<file path="src/rtl/reservation_station_pkg.sv">
// Shared widths, opcodes and operand-capture helper for the integer ALU reservation station.
package reservation_station_pkg;
  localparam int unsigned OP_W   = 6;
  localparam int unsigned TAG_W  = 5;
  localparam int unsigned WORD_W = 32;

  localparam logic [WORD_W-1:0] ZERO_WORD = '0;

  localparam int unsigned RS_SIZE_DEFAULT  = 16;
  localparam int unsigned RS_IDX_W_DEFAULT = 4;

  localparam logic [OP_W-1:0] OP_ADD = 6'd1;
  localparam logic [OP_W-1:0] OP_SUB = 6'd2;

  typedef struct packed {
    logic              ready;
    logic [TAG_W-1:0]  tag;
    logic [WORD_W-1:0] val;
  } operand_t;

  // Capture a pending operand from the common-data buses; the ALU bus wins a tie.
  function automatic operand_t snoop(input operand_t          cur,
                                     input logic              alu_v,
                                     input logic [TAG_W-1:0]  alu_tag,
                                     input logic [WORD_W-1:0] alu_val,
                                     input logic              lsb_v,
                                     input logic [TAG_W-1:0]  lsb_tag,
                                     input logic [WORD_W-1:0] lsb_val);
    operand_t res;
    res = cur;
    if (!cur.ready) begin
      if (alu_v && alu_tag == cur.tag) begin
        res.ready = 1'b1;
        res.val   = alu_val;
      end else if (lsb_v && lsb_tag == cur.tag) begin
        res.ready = 1'b1;
        res.val   = lsb_val;
      end
    end
    return res;
  endfunction
endpackage

</file>
<file path="src/rtl/rs_priority_select.sv">
// Combinational find-first-set: index of the lowest set bit of req and whether any bit is set.
module rs_priority_select #(
  parameter int unsigned SIZE  = 16,
  parameter int unsigned IDX_W = 4
) (
  input  logic [SIZE-1:0]  req,
  output logic [IDX_W-1:0] idx,
  output logic             found
);
  always_comb begin
    idx   = '0;
    found = 1'b0;
    for (int unsigned i = 0; i < SIZE; i++) begin
      if (!found && req[i]) begin
        idx   = IDX_W'(i);
        found = 1'b1;
      end
    end
  end
endmodule

</file>
<file path="src/rtl/reservation_station.sv">
// Integer ALU reservation station: holds dispatched instructions until both operands are known,
// snoops the ALU/LSB common-data buses, and issues the lowest-index ready entry each cycle.
module reservation_station
  import reservation_station_pkg::*;
#(
  parameter int unsigned RS_SIZE  = RS_SIZE_DEFAULT,
  parameter int unsigned RS_IDX_W = RS_IDX_W_DEFAULT
) (
  input  logic              clk_in,
  input  logic              rst_in,
  input  logic              rdy_in,
  input  logic              clear_in,
  input  logic              dispatch_signal_in,
  input  logic [OP_W-1:0]   dispatch_op_in,
  input  logic [WORD_W-1:0] dispatch_imm_in,
  input  logic [WORD_W-1:0] dispatch_pc_in,
  input  logic              dispatch_rs1_ready_in,
  input  logic              dispatch_rs2_ready_in,
  input  logic [WORD_W-1:0] dispatch_rs1val_in,
  input  logic [WORD_W-1:0] dispatch_rs2val_in,
  input  logic [TAG_W-1:0]  dispatch_rs1tag_in,
  input  logic [TAG_W-1:0]  dispatch_rs2tag_in,
  input  logic [TAG_W-1:0]  dispatch_dest_in,
  output logic              full_out,
  input  logic              alu_broadcast_signal_in,
  input  logic [WORD_W-1:0] alu_result_in,
  input  logic [TAG_W-1:0]  alu_dest_tag_in,
  input  logic              lsb_broadcast_signal_in,
  input  logic [WORD_W-1:0] lsb_result_in,
  input  logic [TAG_W-1:0]  lsb_dest_tag_in,
  output logic              alu_calculate_signal_out,
  output logic [OP_W-1:0]   alu_op_out,
  output logic [WORD_W-1:0] alu_imm_out,
  output logic [WORD_W-1:0] alu_pc_out,
  output logic [WORD_W-1:0] alu_rs1val_out,
  output logic [WORD_W-1:0] alu_rs2val_out,
  output logic [TAG_W-1:0]  alu_dest_out
);
  logic [RS_SIZE-1:0]  busy_q;
  logic [RS_SIZE-1:0]  busy_next;
  logic [RS_SIZE-1:0]  ready_vec;
  logic [OP_W-1:0]     op_q   [RS_SIZE];
  logic [WORD_W-1:0]   imm_q  [RS_SIZE];
  logic [WORD_W-1:0]   pc_q   [RS_SIZE];
  logic [TAG_W-1:0]    dest_q [RS_SIZE];
  operand_t            vj_q   [RS_SIZE];
  operand_t            vk_q   [RS_SIZE];

  logic [RS_IDX_W-1:0] free_idx;
  logic [RS_IDX_W-1:0] sel_idx;
  logic                free_found;
  logic                sel_found;
  logic                dispatch_fire;
  logic                calc_q;
  operand_t            disp_j;
  operand_t            disp_k;

  assign full_out      = &busy_q;
  assign dispatch_fire = dispatch_signal_in & free_found & ~clear_in;

  // The ALU stalls with the rest of the core, so the issue strobe is masked while disabled.
  assign alu_calculate_signal_out = calc_q & rdy_in;

  always_comb begin
    ready_vec = '0;
    for (int unsigned i = 0; i < RS_SIZE; i++) begin
      ready_vec[i] = busy_q[i] & vj_q[i].ready & vk_q[i].ready;
    end
  end

  rs_priority_select #(.SIZE(RS_SIZE), .IDX_W(RS_IDX_W)) u_free_select (
    .req   (~busy_q),
    .idx   (free_idx),
    .found (free_found)
  );

  rs_priority_select #(.SIZE(RS_SIZE), .IDX_W(RS_IDX_W)) u_issue_select (
    .req   (ready_vec),
    .idx   (sel_idx),
    .found (sel_found)
  );

  always_comb begin
    disp_j = snoop({dispatch_rs1_ready_in, dispatch_rs1tag_in, dispatch_rs1val_in},
                   alu_broadcast_signal_in, alu_dest_tag_in, alu_result_in,
                   lsb_broadcast_signal_in, lsb_dest_tag_in, lsb_result_in);
    disp_k = snoop({dispatch_rs2_ready_in, dispatch_rs2tag_in, dispatch_rs2val_in},
                   alu_broadcast_signal_in, alu_dest_tag_in, alu_result_in,
                   lsb_broadcast_signal_in, lsb_dest_tag_in, lsb_result_in);
  end

  // The free slot is never the issuing slot, so both updates can apply in one cycle.
  always_comb begin
    busy_next = busy_q;
    if (sel_found) busy_next[sel_idx] = 1'b0;
    if (dispatch_fire) busy_next[free_idx] = 1'b1;
  end

  always_ff @(posedge clk_in or negedge rst_in) begin
    if (!rst_in) begin
      busy_q         <= '0;
      calc_q         <= 1'b0;
      alu_op_out     <= '0;
      alu_imm_out    <= ZERO_WORD;
      alu_pc_out     <= ZERO_WORD;
      alu_rs1val_out <= ZERO_WORD;
      alu_rs2val_out <= ZERO_WORD;
      alu_dest_out   <= '0;
    end else if (rdy_in) begin
      if (clear_in) begin
        busy_q <= '0;
        calc_q <= 1'b0;
      end else begin
        busy_q <= busy_next;
        calc_q <= sel_found;
        if (sel_found) begin
          alu_op_out     <= op_q[sel_idx];
          alu_imm_out    <= imm_q[sel_idx];
          alu_pc_out     <= pc_q[sel_idx];
          alu_rs1val_out <= vj_q[sel_idx].val;
          alu_rs2val_out <= vk_q[sel_idx].val;
          alu_dest_out   <= dest_q[sel_idx];
        end
      end
    end
  end

  // Entry payload is only meaningful while busy, so it carries no reset.
  always_ff @(posedge clk_in) begin
    if (rdy_in && !clear_in) begin
      for (int unsigned i = 0; i < RS_SIZE; i++) begin
        if (dispatch_fire && free_idx == RS_IDX_W'(i)) begin
          op_q[i]   <= dispatch_op_in;
          imm_q[i]  <= dispatch_imm_in;
          pc_q[i]   <= dispatch_pc_in;
          dest_q[i] <= dispatch_dest_in;
          vj_q[i]   <= disp_j;
          vk_q[i]   <= disp_k;
        end else if (busy_q[i]) begin
          vj_q[i] <= snoop(vj_q[i], alu_broadcast_signal_in, alu_dest_tag_in, alu_result_in,
                           lsb_broadcast_signal_in, lsb_dest_tag_in, lsb_result_in);
          vk_q[i] <= snoop(vk_q[i], alu_broadcast_signal_in, alu_dest_tag_in, alu_result_in,
                           lsb_broadcast_signal_in, lsb_dest_tag_in, lsb_result_in);
        end
      end
    end
  end
endmodule
</file>
<file path="config.mk">
export PLATFORM = sky130hd
export DESIGN_NAME = reservation_station
export DESIGN_NICKNAME = d
export VERILOG_FILES = /design/src/rtl/reservation_station_pkg.sv /design/src/rtl/rs_priority_select.sv /design/src/rtl/reservation_station.sv
export SDC_FILE = /design/constraint.sdc
export NUM_CORES = 2
export LEC_CHECK = 0
export CORE_ASPECT_RATIO = 1.25
export CORE_MARGIN = 2
export CORE_UTILIZATION = 30
export CTS_BUF_LIST = sky130_fd_sc_hd__clkbuf_16
export DETAILED_ROUTE_END_ITERATION = 7
export PLACE_DENSITY_LB_ADDON = 0.05
export SKIP_LAST_GASP = 1
export SYNTH_ARGS = -nofsm -noshare
export SYNTH_HDL_FRONTEND = slang
export SYNTH_HIERARCHICAL = 1
export SYNTH_SLANG_ARGS = --single-unit
export TNS_END_PERCENT = 5
</file>
<file path="constraint.sdc">
create_clock -name clk_in -period 11.6 [get_ports clk_in]
set_input_delay 1.74 -clock clk_in [delete_from_list [all_inputs] [get_ports clk_in]]
set_output_delay 1.74 -clock clk_in [all_outputs]
set_load 0.1 [all_outputs]
</file>
==> metrics.yaml <==
post_cts_resized: 0
grt_max_degree: 100
synth_nets: 8115
fmax_ghz: 0.1611
cts-root-buf: "clkbuf_16"
tightestPinTransition_ns: 1.479
p_per_area_mw_per_mm2: 158.9
synthTopCellsByArea: "edfxtp_1, mux2i_1, mux4_2, dfrtp_1, a221oi_1"
wire_per_inst_um: 37.96
first_iter_violations: 8473
synthFlopType: "edfxtp_1"
synth_edf_count: 2416
core_area_mm2: 0.4094
cp.arrival_ns: 4.47
synth_cells: 7883
setup_viol: 0
ctsHoldBuffers: 0
synth_top_area_share_pct: 58.95
syn_area_per_cell_um2: 15.61
hpwl_um: 293100
grt_use_total_pct: 24.50
routed_wl_um: 520200
p_total_w: 0.02270
antenna_left: 0
antenna_found_initial: 46
status: "finished, violations left"
failed_checks: "max-capacitance violations"
cp-end-kind: "primary output"
drv_slew: 0
hold_class: "flip-flop to flip-flop"
path_max_fanout: 17
clk_pin_slew_ns: 0.06
fp.dieArea_mm2: 0.4154
tritoncts: "done"
post_cts_buffers: 0
yosysTopAreaCell: "edfxtp_1"
ios: 373
final_common_cell: "edfxtp_1"
initial_utilization_pct: 30.07
vias: 77960
cts_sinks: 2572
ir_worst_vdd_v: 0.0001058
grt_pass1_vias: 80410
crit_required_ns: 9.86
cts.path.max_buffers: 4
ys_seq_area_share_pct: 62.12
hold_viol_final: 0
final_cell_mix: "edfxtp_1, mux2i_1, mux4_2"
routed_via_density: 5.689
cp-start-kind: "primary input"
crit_type: "primary input to primary output"
gp_congestion: 0.8288
htreeDepth: 5
setup-tns-final_ns: 0
fillers: 39260
ys_ff_latch: 2572
min_from: "alu_imm_out[10]"
rsz0062_at_grt: "no"
ys_warn_count: 6
period_minus_slack_ns: 6.206
fp-row-count: 263
fin_worst_skew_ns: 0.03255
synthArstFlopShare_pct: 6.065
relSlewSlack_pct: 0.4666
synth_area_mm2: 0.1231
startpoint: "rdy_in"
firstDrtPassIters: 7
ys_types: 73
synthToLayoutAreaGrowth_pct: 16.05
r2r_start: "vk_q[1][37]"
layout-drive-gt1-share_pct: 18.49
portBuffers: 372
nNetsFinal: 8239
drc: 0
cap_viol_max_count: 1
overflow: 0
cts_buffers: 302
power_leakage_nw: 43.30
fin_crit_sh_pct: 53.50
die_h_um: 720.1
grt_pass1_wl_um: 703500
die_w_um: 576.9
clock_latency_ns: 0.95
==> worst max-delay path, stage by stage <==
cell and delay (ns):
clkdlybuf4s50_1 0.58, buf_4 0.29, inv_1 0.27, nor2_1 0.35, clkdlybuf4s50_1 1.21
==> kinds of logic after synthesis <==
logic type,after synthesis,synth area share [%]
xor+xnor,340,2.426
buf+inv,963,3.416
compound gates,1096,7.000
mux,1893,21.25
flops,2572,62.12
simple gates,1019,3.788
==> metrics by stage <==
step	setup WS (ns)	cell area, µm²	instances	utilization (%)	hold slack (ns)
after detailed placement	5.192	133300	13140	32.57	0.4853
final	5.394	142800	13700	34.89	0.4951
after CTS	5.235	142800	13690	34.88	0.4988
after global routing	5.238	142800	13700	34.89	0.5216
after floorplan	5.100	123100	7883	-	0.4936
after global placement	5.221	133300	13130	32.57	0.4828
==> worst paths after layout <==
check | to | slack, ns | depth (start not counted)
worst max-delay path | alu_calculate_signal_out | 5.39 | 5
max in group asynchronous | alu_rs2val_out[11] | 8.98 | 3
min in group asynchronous | alu_imm_out[29] | 0.80 | 1
worst min-delay path | alu_imm_out[10] | 0.50 | 2
worst max register to register | alu_pc_out[28] | 5.90 | 11
worst min register to register | alu_imm_out[10] | 0.50 | 2
==> report_power, final <==
| group | internal [W] | switching [W] | total (W) |
|---|---|---|---|
| Clock | 0.00524 | 0.00416 | 0.00940 |
| Combinational | 0.000671 | 0.00208 | 0.00275 |
| Sequential | 0.0103 | 0.000220 | 0.0106 |
==> registers in the layout (all words and copies together) (netlist names), 80 cells and up <==
name / flops
dest_q: 80
imm_q: 512
op_q: 96
pc_q: 512
vj_q: 608
vk_q: 608
==> area by class of cell <==
class	instances	area [µm²]	area share, %
Clock inverter	248	1769	1.239
Inverter	125	549.3	0.3846
Timing Repair Buffer	658	5886	4.121
Tap cell	5432	6797	4.758
Multi-Input combinational cell	4348	43640	30.55
Sequential cell	2572	76450	53.53
Antenna cell	13	32.53	0.02278
Clock buffer	308	7707	5.396
==> Yosys cell counts, drive strengths merged, types with 28 or more instances <==
| library cell | instances |
|---|---|
| o221ai | 64 |
| dfrtp | 156 |
| and3 | 45 |
| clkbuf | 507 |
| xor2 | 239 |
| a21oi | 174 |
| o31ai | 29 |
| edfxtp | 2416 |
| inv | 125 |
| nand2 | 162 |
| o21ai | 204 |
| o22ai | 34 |
| nor3 | 44 |
| a22oi | 28 |
| nor2 | 527 |
| o211ai | 32 |
| xnor2 | 101 |
| mux2i | 1303 |
| mux4 | 556 |
| nor4 | 129 |
| a222oi | 66 |
| a221oi | 353 |
| nand3 | 41 |
| buf | 331 |
| a31oi | 37 |
| mux2 | 34 |
| a221o | 34 |
==> metal layers <==
| metal | global-route usage (%) | up-vias | share of wire, % |
|---|---|---|---|
| met3 | 3.908 | 853 | 6.3 |
| met4 | 7.837 | 12 | 3.7 |
| met2 | 41.47 | 3340 | 49 |
| met5 | 0 | - | 0.016 |
| met1 | 31.98 | 42010 | 41 |
| li1 | - | 31750 | - |
No activity file was read; power rests on OpenSTA's default activity.
